### config.mk
export PLATFORM = sky130hd
export DESIGN_NAME = multdiv_sequencer
export DESIGN_NICKNAME = d
export VERILOG_FILES = /design/src/rtl/multdiv_sequencer.sv
export SDC_FILE = /design/constraint.sdc
export NUM_CORES = 1
export LEC_CHECK = 0
export ABC_AREA = 1
export ABC_CLOCK_PERIOD_IN_PS = 1870
export BUFFER_PORTS_ARGS = -buffer_cell sky130_fd_sc_hd__buf_2
export CAP_MARGIN = 20
export CORE_MARGIN = 10
export CORE_UTILIZATION = 52
export DETAILED_ROUTE_END_ITERATION = 8
export PLACE_DENSITY = 0.77
export SLEW_MARGIN = 20
export SYNTH_ARGS = -nofsm -noshare
export SYNTH_HDL_FRONTEND = slang
export SYNTH_SLANG_ARGS = --single-unit
export TNS_END_PERCENT = 20
### constraint.sdc
create_clock -name clk -period 1.87 [get_ports clk]
set_input_delay 0.2805 -clock clk [delete_from_list [all_inputs] [get_ports clk]]
set_output_delay 0.2805 -clock clk [all_outputs]
set_load 0.01 [all_outputs]
### src/rtl/multdiv_sequencer.sv
// HI/LO shift-add multiplier: multu accepted in IDLE/DONE, WIDTH/STEP_BITS RUN cycles, one-cycle done; stall = busy & (rd_req | start).
// Optional MULT_SIGNED_EN adds is_signed (mult): magnitudes are multiplied and the product is negated on the DONE edge.
module multdiv_sequencer #(
  parameter int WIDTH     = 32,
  parameter int STEP_BITS = 1
) (
  input  logic             clk,
  input  logic             reset,
  input  logic             start,
`ifdef MULT_SIGNED_EN
  input  logic             is_signed,
`endif
  input  logic [WIDTH-1:0] opa,
  input  logic [WIDTH-1:0] opb,
  input  logic             rd_req,
  output logic             stall,
  output logic             busy,
  output logic             done,
  output logic [WIDTH-1:0] hi,
  output logic [WIDTH-1:0] lo
);

  localparam int N  = WIDTH / STEP_BITS;
  localparam int CW = (N > 1) ? $clog2(N) : 1;

  typedef enum logic [1:0] {IDLE, RUN, DONE} state_t;

  state_t             state;
  logic [2*WIDTH:0]   acc;
  logic [2*WIDTH:0]   acc_step;
  logic [WIDTH-1:0]   opa_l;
  logic [WIDTH-1:0]   opa_in;
  logic [WIDTH-1:0]   opb_in;
  logic [CW-1:0]      count;
  logic [2*WIDTH-1:0] product;

`ifdef MULT_SIGNED_EN
  logic neg;
  logic neg_in;

  always_comb begin
    opa_in = (is_signed && opa[WIDTH-1]) ? -opa : opa;
    opb_in = (is_signed && opb[WIDTH-1]) ? -opb : opb;
    neg_in = is_signed & (opa[WIDTH-1] ^ opb[WIDTH-1]);
  end

  assign product = neg ? -acc_step[2*WIDTH-1:0] : acc_step[2*WIDTH-1:0];
`else
  assign opa_in  = opa;
  assign opb_in  = opb;
  assign product = acc_step[2*WIDTH-1:0];
`endif

  // Upper add is WIDTH+1 wide; the shift pulls that carry back into the product.
  always_comb begin
    acc_step = acc;
    for (int i = 0; i < STEP_BITS; i++) begin
      if (acc_step[0])
        acc_step[2*WIDTH:WIDTH] = acc_step[2*WIDTH:WIDTH] + {1'b0, opa_l};
      acc_step = acc_step >> 1;
    end
  end

  assign stall = busy & (rd_req | start);

  always_ff @(posedge clk) begin
    if (!reset) begin
      state <= IDLE;
      acc   <= '0;
      opa_l <= '0;
      count <= '0;
      busy  <= 1'b0;
      done  <= 1'b0;
      hi    <= '0;
      lo    <= '0;
`ifdef MULT_SIGNED_EN
      neg   <= 1'b0;
`endif
    end else begin
      done <= 1'b0;
      case (state)
        IDLE, DONE: begin
          if (start) begin
            opa_l <= opa_in;
            acc   <= {{(WIDTH+1){1'b0}}, opb_in};
            count <= '0;
            busy  <= 1'b1;
            state <= RUN;
`ifdef MULT_SIGNED_EN
            neg   <= neg_in;
`endif
          end else begin
            state <= IDLE;
          end
        end
        RUN: begin
          acc   <= acc_step;
          count <= count + 1'b1;
          if (count == CW'(N-1)) begin
            state <= DONE;
            busy  <= 1'b0;
            done  <= 1'b1;
            hi    <= product[2*WIDTH-1:WIDTH];
            lo    <= product[WIDTH-1:0];
          end
        end
        default: state <= IDLE;
      endcase
    end
  end

endmodule
Yosys cells after proc, flatten, opt, wreduce, memory -nomap -nowiden
Cells that the tools add are included.
W data, S select, Z words.
- word-level logic and storage cells: 37
- bits in latches: 0
- memories: 0
- flip-flop bits (word level): 170
- output and inout bits: 67
- RAM bits: 0
- bits in read-only memories: 0
- input bits: 68
- reduce and logical (&&, ||, !) cells: 8
- equal/unequal tests: 5
- multiplexer cells: 12
- bitwise gates (word level): 2
- multipliers: 0
- $lt $le $gt $ge: 0
- add/subtract/negate cells: 2
- divide/modulo/power cells: 0
- shift operators: 0
- operator list (operator ; count):
    $pmux W65 S2 ; 1
    $mux W65 ; 1
    $add A33 B32 Y33 ; 1
    $mux W33 ; 1
    $pmux W5 S2 ; 1
    $reduce_and A2 Y1 ; 4
    $add A5 B1 Y5 const B ; 1
    $eq A5 B5 Y1 const B ; 1
    $mux W5 ; 1
    $mux W1 ; 4
    $ne A2 B2 Y1 const B ; 2
    $pmux W2 S2 ; 1
    $reduce_and A3 Y1 ; 1
    $eq A2 B1 Y1 const B ; 1
    $eq A2 B2 Y1 const B ; 1
    $logic_not A2 Y1 ; 1
    $mux W2 ; 1
    $pmux W1 S2 ; 1
    $reduce_bool A2 Y1 ; 1
    $reduce_or A2 Y1 ; 1
    $and A1 B1 Y1 ; 1
    $or A1 B1 Y1 ; 1

Logic depth before layout (Yosys ltp)
Gate-level depths: netlist of run 1.
- depth in word-level cells: 4
- depth in mapped cells: 16
- mapped depth without buffers: 16

Worst setup path before layout of run 1
OpenSTA, ideal clock, no wires.
- kind: register to register
- start point: register acc[32]
- end point: register hi[23]
- period minus slack after synthesis: 1.916 ns
- stages on the path, launching flop included: 17
- setup slack: -0.046 ns
- library setup time: 0.109 ns
- arrival: 1.808 ns
- path buffers: 0
- data required time: 1.761 ns
- path through: dfxtp_1 -> ha_1 -> fa_1 -> nand3_1 -> nand3_2 -> nand2_1 -> nand2_2 -> nand2_1 -> nand2_2 -> nand2_2 -> nand2_2 -> nand2_1 -> nand3_1 -> nand2_1 -> nand2_1 -> nand2_1 -> inv_1
- word-level cells in the longest chain between the ends: 2
- RTL lines (what ; line ; source):
    start, declared ; 29 ; logic [2*WIDTH:0] acc;
    start signal, assigned ; 85 ; acc <= {{(WIDTH+1){1'b0}}, opb_in};
    start signal, assigned ; 97 ; acc <= acc_step;
    $add A33 B32 Y33 ; 59 ; acc_step[2*WIDTH:WIDTH] = acc_step[2*WIDTH:WIDTH] + {1'b0, opa_l};
    $mux W33 ; 58 ; if (acc_step[0])
    end signal, assigned ; 103 ; hi <= product[2*WIDTH-1:WIDTH];
    end, declared ; 19 ; output logic [WIDTH-1:0] hi,
Every way passes these cells.
A chain may end at the register's enable or synchronous reset.

Worst setup path after layout of run 1
- start point: register acc[32]
- end point: register acc[47]
- word-level cells in the longest chain between the ends: 3
- RTL lines (what ; line ; source):
    $add A33 B32 Y33 ; 59 ;
    $mux W33 ; 58 ;
    $pmux W65 S2 ; 81 ; case (state)
Every way passes these cells.

==> flow_summary.ini, run 1 <==
[timing]
slew_headroom_pct = 62.33
rsz0062_at_grt = yes
fin_crit_sh_pct = 109.1
finalSetupViolations = 23
worst_pin_slew_ns = 0.5650
finClkSkew_ns = 0.006827
fin_ws_ns = -0.1695
final-max-slew-violation-count = 0
hold_slack_ns = 0.08996
hold_viol = 0
setup-tns-final_ns = -1.657
period_needed_ns = 2.040
fmax_ghz = 0.4903

[grt]
antenna_found_initial = 2
grt_pass1_wl_um = 45660
grt_pass1_vias = 9094
grt_use_total_pct = 24.94
grt_max_degree = 70
grt_overflow = 0

[clock_network]
cts_tree = yes
cts_made_buffers = 17
clockRootBuffer = clkbuf_16
clk_latency_ns = 0.43
postCtsHoldBufs = 0
clockBufferDepth = 2
clock_sinks = 169
clk_pin_slew_ns = 0.07
htree_levels = 4

[synth]
syn-instance-count = 1350
synth_cell_types = 40
syn_area_sq_mm = 0.008971
synth_enable_flop_cells = 0
synth_top_cell_area_share_pct = 37.71
async_reset_ff_share_pct = 0
ys_warn_count = 0
seq_area_frac_synth_pct = 37.71
synthFlopType = dfxtp_1
yosysTopAreaCell = dfxtp_1
synth_area_per_cell_sq_um = 6.645
syn_nets = 1453
synth.top_cells.by_area = dfxtp_1, nand2_1, inv_1
synth_seq_cells = 169

[pwr]
ir_drop_uv = 652.8
cellLeakagePower_nw = 5.711
power_density_mw_per_mm2 = 722.7
power.total_mw = 8.678

[route]
firstDrtPassIters = 6
via_per_inst = 5.398
drc = 0
drtIter0Drc = 689
vias = 9598
wl_per_cell_um = 16.79
drtAntennaViolNets = 0
drt_wl_total_um = 29850

[place]
hpwlAfterDp_um = 20060
port_buffers = 134
place_area_sq_mm = 0.01044
globalplace.congestion = 0.9601
dp.cells = 1738
place_ws_ns = -0.1627

[final_layout]
nets = 1647
fillers = 1334
fin_area_sq_mm = 0.01201
fin_util_pct = 71.65
fin_cells = 1778
syn2layout_area_growth_pct = 33.85
drive_gt1_share_pct = 33.72

[worst_setup_path]
cp.arrival_ns = 2.34
cp_max_fo = 4
endpoint_kind = flop
startpoint_type = flop
critPathKind = flop to flop
required_ns = 2.17

[min_path]
hp-class = input pin to flop

[floorplanning]
start_util_pct = 53.53
ios = 135
dieArea_sq_mm = 0.02291
die_h_um = 151.3
num_rows = 47
coreArea_sq_mm = 0.01676
die_width_um = 151.3

[outcome]
violations = setup timing
status = finished with violations

[run]
drv_cap = 0
## report_power, final
group          internal (mW)  switching (mW)  leakage [nW]  total [mW]
Sequential              3.74           0.130          1.40        3.87
Clock                   1.89            1.56         0.267        3.46
Combinational          0.585           0.767          4.05        1.35
## Yosys cell counts, types with 3 or more instances
library cell and n:
inv_1 157, xnor2_1 14, a21oi_1 52, dfxtp_1 169, buf_1 10, nand2_2 9
nor2_2 3, a21oi_2 3, a31oi_1 15, or2_1 5, nand3_2 8, o21ai_1 28
nand3_1 114, ha_1 34, a21o_1 3, a221oi_1 17, clkbuf_1 29, inv_2 9
or2_2 21, nor3_1 6, nand2_1 411, nor2_1 138, o21a_1 13, buf_2 21
o21ai_0 43
## layout make-up
| type | count | area (sq um) | area share (%) |
|---|---|---|---|
| multi-input combinational | 954 | 5577 | 46.44 |
| sequential | 169 | 3468 | 28.88 |
| timing repair buffer | 235 | 1495 | 12.45 |
| inverter | 167 | 626.9 | 5.220 |
| clock buffer | 21 | 450.4 | 3.751 |
| tap | 220 | 275.3 | 2.292 |
| clock inverter | 11 | 112.6 | 0.9378 |
| antenna | 1 | 2.502 | 0.02084 |
## layer usage
metal	global-route usage, %	vias up	share of wire [%]
li1	-	4659	-
met1	32.11	4469	41
met2	39.31	409	47
met3	7.488	59	9.2
met4	7.555	2	2.4
met5	0	-	0.044
## logic make-up (layout without fill, tap and decap cells)
kind of cell / after synthesis / count (layout) / synth area share (%)
and+or+nand+nor: 723 / 723 / 34.25
buffers and inverters: 227 / 434 / 9.791
AOI/OAI and AO/OA: 181 / 181 / 11.80
DFF: 169 / 169 / 37.71
adders and majority gates: 35 / 35 / 4.965
xor gates and xnor gates: 14 / 14 / 1.367
muxes: 1 / 1 / 0.1116
other: 0 / 1 / 0
## state kept, by name, summed over array words and instances (netlist names)
| register | flops |
|---|---|
| hi | 32 |
| lo | 32 |
| count | 5 |
| busy | 1 |
| acc | 64 |
| opa_l | 32 |
| state | 2 |
| done | 1 |
## final timing paths
path                   to     from  slack [ns]  cells after the start
setup reg to reg  acc[47]  acc[32]       -0.17                     13
setup / recovery  acc[47]  acc[32]       -0.17                     13
hold / removal     acc[8]   opb[8]        0.09                      3
hold reg to reg    lo[15]   lo[15]        0.47                      2
## critical path: stages, from the launching register on
cell	delay (ns)
dfxtp_2	0.33
ha_4	0.16
fa_2	0.43
nand3_2	0.11
nand3_4	0.09
nand2_2	0.07
nand2_2	0.06
nand2_2	0.09
nand2_2	0.07
buf_4	0.14
nand2_1	0.06
nand3_1	0.11
nand3_1	0.11
a21oi_1	0.07
## cell usage in the layout (no fill, tap or decap), types with 31 or more instances in the layout
cell type / instances
o21ai_0: 43
dfxtp_1: 117
buf_4: 95
buf_2: 134
a21oi_1: 37
ha_4: 31
nand2_2: 59
inv_1: 153
nand2_1: 350
nand3_1: 98
dfxtp_2: 44
nor2_1: 120
## timing repair
action | CTS | global route
pin swaps | 8 | 45
gates cloned | 0 | 0
buffers inserted | 1 | 6
endpoints found under the setup margin | 39 | 92
endpoints found under the hold margin | 0 | 0
resized for setup | 60 | 169
(Power assumes the default switching activity.)
==> run 2: changes to the inputs <==
ABC_CLOCK_PERIOD_IN_PS = not set   (was 1870)
CORE_MARGIN = 5   (was 10)
CORE_UTILIZATION = 55   (was 52)
clock period = 2.17 ns   (was 1.87 ns; I/O delays follow)
==> run 2 against run 1 <==
  * The run now ends clean
  * Global-route usage is 2.5 points higher
  * Setup slack better by 0.27 ns
  * Total power is 16% lower
  * First-iteration DRC count up 4.1%
  * Wire length shrank 14%
  * Worst hold slack improved by 0.050 ns
  * Flip-flop and latch count is the same
  * Sequential power decreased by 14%
  * Critical path type unchanged
  * Critical endpoint is now hi[22]
==> flow_summary.ini, run 2 (synthesis results as in run 1) <==
[route]
drtIter0Drc = 717
drt_wl_total_um = 25690
firstDrtPassIters = 7
vias = 8967
drc = 0
wl_per_cell_um = 15.15
drtAntennaViolNets = 0
via_per_inst = 5.287

[timing]
worst_pin_slew_ns = 0.6192
slew_headroom_pct = 58.72
rsz0062_at_grt = yes
finalSetupViolations = 0
finClkSkew_ns = 0.008073
period_needed_ns = 2.067
final-max-slew-violation-count = 0
fin_crit_sh_pct = 95.27
hold_viol = 0
fmax_ghz = 0.4837

[floorplanning]
die_width_um = 137.7
dieArea_sq_mm = 0.01897
start_util_pct = 56.27
ios = 135
coreArea_sq_mm = 0.01594
die_h_um = 137.7
num_rows = 46

[worst_setup_path]
cp.arrival_ns = 2.40
cp-startpoint = acc[35]
critPathTopFamily = simple AND/OR/NAND/NOR gates
regToRegSetupSlack_ns = 0.10
required_ns = 2.50
cpMaxStageDelayCell = ha_1
cp_cell_sequence = ha_1 > nand2_1 > nor2_1 > nand2_1 > nand2_1 > nand2_1 > nand2_2 > nand2_1 > nand3_1 > nand3_1 > nand2_2 > nand2_1 > nand2_1 > inv_1
critPathKind = flop to flop
endpoint = hi[22]
startpoint_type = flop
crit_buf_inv = 1
path_depth = 14
endpoint_kind = flop
r2r_cells = 14
r2r_end = hi[22]
cp_max_fo = 5
crit_path_max_incr_delay_ns = 0.38
cpMostUsedCell = nand2_1
rr_startpoint = acc[35]

[final_layout]
largest_reg_flops = 64
multi_input_area_sq_mm = 0.004810
nets = 1571
fin_util_pct = 66.28
layout_common_cells = nand2_1, dfxtp_1, inv_1, nor2_1, buf_2
drive_gt1_share_pct = 18.32
regArea_sq_mm = 0.003390
syn2layout_area_growth_pct = 17.78
regMostFlops = acc
layout_commonest_cell = nand2_1
fillers = 1436

[place]
hpwlAfterDp_um = 18590
globalplace.congestion = 0.9659
port_buffers = 134

[clock_network]
clk_latency_ns = 0.43
post_cts_buffers = 0
postCtsHoldBufs = 0
cts_made_buffers = 17
htree_levels = 4
clockBufferDepth = 2
cts_tree = yes
clk_pin_slew_ns = 0.07
clockRootBuffer = clkbuf_16
clock_sinks = 169

[pwr]
ir_drop_uv = 590.5
power_density_mw_per_mm2 = 689.8
cellLeakagePower_nw = 5.194
power.total_mw = 7.289

[grt]
antenna_found_initial = 0
grt_use_total_pct = 27.39
grt_pass1_vias = 8509
grt_pass1_wl_um = 41480
grt_max_degree = 52
grt_overflow = 0

[outcome]
status = finished clean

[run]
drv_cap = 0

[min_path]
hp-class = input pin to flop
-- run 2: changes by cell type in the layout (fill, tap and decap cells not counted), sizes merged --
cell      change
clkbuf        -2
bufinv        +1
buf          -76
clkinv        -2
clkinvlp      +1
-- run 2: worst min path at each step --
stage,startpoint,endpoint,slack (ns),depth (start not counted)
final,opb[9],acc[9],0.14,3
after global routing,opb[19],acc[19],0.14,3
after CTS,opb[10],acc[10],0.13,3
after detailed placement,acc[23],lo[22],0.46,2
after global placement,acc[29],lo[28],0.45,2
after floorplan,count[3],count[3],0.44,1
-- run 2: power breakdown --
part / switching (mW) / internal (mW) / leakage, nW
Clock: 1.33 / 1.74 / 0.274
Sequential: 0.102 / 3.22 / 1.38
Combinational: 0.560 / 0.340 / 3.54
-- run 2: cell type report --
class,count,area share (%)
clock buffers,19,4.192
flip-flops and latches,169,32.08
multi-input cells,954,45.52
clock inverters,11,1.338
diodes,1,0.02368
well taps,216,2.558
inverters,167,5.932
repair buffers,159,8.360
-- run 2: per-layer routing --
layer / GRT usage [%] / share of wire (%)
met5: 0 / 0
met4: 6.861 / 1.5
met3: 6.866 / 8.3
met2: 44.17 / 46
met1: 36.87 / 45
-- run 2: worst reg2reg max path, stage by stage (launching register included) --
cell	delay, ns
dfxtp_1	0.33
ha_1	0.38
nand2_1	0.13
nor2_1	0.14
nand2_1	0.07
nand2_1	0.10
nand2_1	0.09
nand2_2	0.11
nand2_1	0.10
nand3_1	0.08
nand3_1	0.13
nand2_2	0.15
nand2_1	0.08
nand2_1	0.07
inv_1	0.03
-- run 2: stage by stage --
step / TNS [ns] / instance area [sq um] / worst slack (ns) / instances / hold WS, ns
after floorplan: 0 / 8971 / 0.2537 / 1350 / 0.4367
after global placement: 0 / 9879 / 0.1453 / 1665 / 0.4509
after detailed placement: 0 / 9879 / 0.1158 / 1665 / 0.4558
after CTS: 0 / 10460 / 0.1071 / 1695 / 0.1302
after global routing: -0.1285 / 10560 / -0.05471 / 1695 / 0.1435
final: 0 / 10570 / 0.1026 / 1696 / 0.1403
-- run 2: what timing repair did --
action	in CTS	in global routing
hold endpoints to repair	0	0
resized for setup	0	23
setup endpoints to repair	0	22
==> run 3: changes to the inputs <==
RECOVER_POWER = 100   (was not set)
==> run 3 against run 2 <==
  * Register-to-register slack got worse by 0.02 ns
  * Via count is 0.45% higher
  * Maximum frequency shrank 0.91%
  * Sequential share of layout area increased by 0.36 points
  * Flip-flop and latch count is the same
  * Sequential power about the same
  * Global-route usage unchanged
  * Total power shrank 0.20%
  * Largest cell class unchanged
==> flow_summary.ini, run 3 (synthesis results as in run 1) <==
[outcome]
status = finished clean

[clock_network]
cts_tree = yes
cts_resized = 0
clockRootBuffer = clkbuf_16
post_cts_buffers = 0
cts_made_buffers = 17
postCtsHoldBufs = 0
clock_sinks = 169
clk_latency_ns = 0.43
clockBufferDepth = 2
htree_levels = 4
clk_pin_slew_ns = 0.07

[route]
drc = 0
firstDrtPassIters = 8
wl_per_cell_um = 15.16
vias = 9007
via_per_inst = 5.311
drtIter0Drc = 726
drtAntennaViolNets = 0
drt_wl_total_um = 25700

[place]
place_area_sq_mm = 0.009879
dp.cells = 1665
hpwlAfterDp_um = 18590
globalplace.congestion = 0.9659
place_ws_ns = 0.1158
port_buffers = 134

[grt]
grt_pass1_vias = 8509
grt_pass1_wl_um = 41480
grt_use_total_pct = 27.39
grt_overflow = 0
antenna_found_initial = 0
grt_max_degree = 52

[final_layout]
layout_commonest_cell = nand2_1
regMostFlops = acc
fin_area_sq_mm = 0.01045
nets = 1571
largest_reg_flops = 64
drive_gt1_share_pct = 13.39
fin_cells = 1696
syn2layout_area_growth_pct = 16.49
layout_common_cells = nand2_1, dfxtp_1, inv_1, nor2_1, nand3_1

[timing]
fmax_ghz = 0.4793
fin_crit_sh_pct = 96.14
final-max-slew-violation-count = 0
rsz0062_at_grt = yes
hold_viol = 0
fin_ws_ns = 0.08366
setup-tns-final_ns = 0
period_needed_ns = 2.086
worst_pin_slew_ns = 0.9928
slew_headroom_pct = 33.81
finClkSkew_ns = 0.01005
finalSetupViolations = 0

[pwr]
cellLeakagePower_nw = 4.899
ir_drop_uv = 589.0
power.total_mw = 7.274
power_density_mw_per_mm2 = 696.1

[floorplanning]
dieArea_sq_mm = 0.01897
die_h_um = 137.7
num_rows = 46
ios = 135
coreArea_sq_mm = 0.01594
die_width_um = 137.7
start_util_pct = 56.27

[worst_setup_path]
cp-startpoint = opa_l[3]
cp.arrival_ns = 2.42
rr_startpoint = opa_l[3]
endpoint_kind = flop
cp_cell_sequence = ha_1 > nand2_1 > nor2_1 > nand2_1 > nand2_1 > nand2_1 > nand2_2 > nand2_1 > nand3_1 > nand3_1 > nand2_2 > nand2_1 > nand2_1 > inv_1
crit_buf_inv = 1
required_ns = 2.50
cpMaxStageDelayCell = ha_1
critPathKind = flop to flop
startpoint_type = flop
cp_max_fo = 5
critPathTopFamily = simple AND/OR/NAND/NOR gates
cpMostUsedCell = nand2_1
crit_path_max_incr_delay_ns = 0.37

[min_path]
hp-start = opb[9]
hp-class = input pin to flop

[run]
drv_cap = 0
-- run 3: changes by cell type in the layout (fill, tap and decap cells not counted), moves of 2 or more --
cell      delta
inv_1        +3
buf_2       -67
o21ai_0     +23
nor2_4       -2
o21ai_1     -23
clkbuf_1    +67
inv_2        -3
buf_4        -5
clkbuf_2     +5
-- run 3: area by class of cell --
cell class	instances	area (sq um)
fillers	1486	5493
multi-input cells	954	4790
flip-flops and latches	169	3390
repair buffers	159	787.0
inverters	167	626.9
clock buffers	19	442.9
well taps	216	270.3
clock inverters	11	141.4
diodes	1	2.502
-- run 3: tightest hold or removal path: stages --
cell,delay [ns]
buf_2,0.08
a221oi_1,0.06
nor2_1,0.07
-- run 3: metal layers --
layer	track usage [%]	wire length (um)	share of wire (%)	vias to the layer above
met2	44.17	11730	46	329
met5	0	0	0	-
met1	36.87	11470	45	4146
met3	6.866	2106	8.2	28
li1	-	-	-	4504
met4	6.861	391	1.5	0
-- run 3: path summary, 6_finish.rpt --
path / endpoint / slack (ns) / cells past startpoint
worst max-delay path: hi[22] / 0.08 / 14
worst min-delay path: acc[9] / 0.14 / 3
worst max register to register: hi[22] / 0.08 / 14
worst min register to register: lo[6] / 0.47 / 2
-- run 3: per-stage QoR --
| step | util, % | hold slack, ns |
|---|---|---|
| after floorplan | - | 0.4367 |
| final | 65.55 | 0.1435 |
| after detailed placement | 61.97 | 0.4558 |
| after global routing | 65.53 | 0.1435 |
| after CTS | 65.63 | 0.1302 |
| after global placement | 61.97 | 0.4509 |
-- run 3: report_power, final --
part / switching [mW] / internal [mW] / total [mW] / leakage [nW]
logic: 0.556 / 0.336 / 0.892 / 3.25
clock network: 1.32 / 1.74 / 3.06 / 0.274
registers: 0.102 / 3.22 / 3.32 / 1.38
total: 1.98 / 5.30 / 7.27 / 4.90
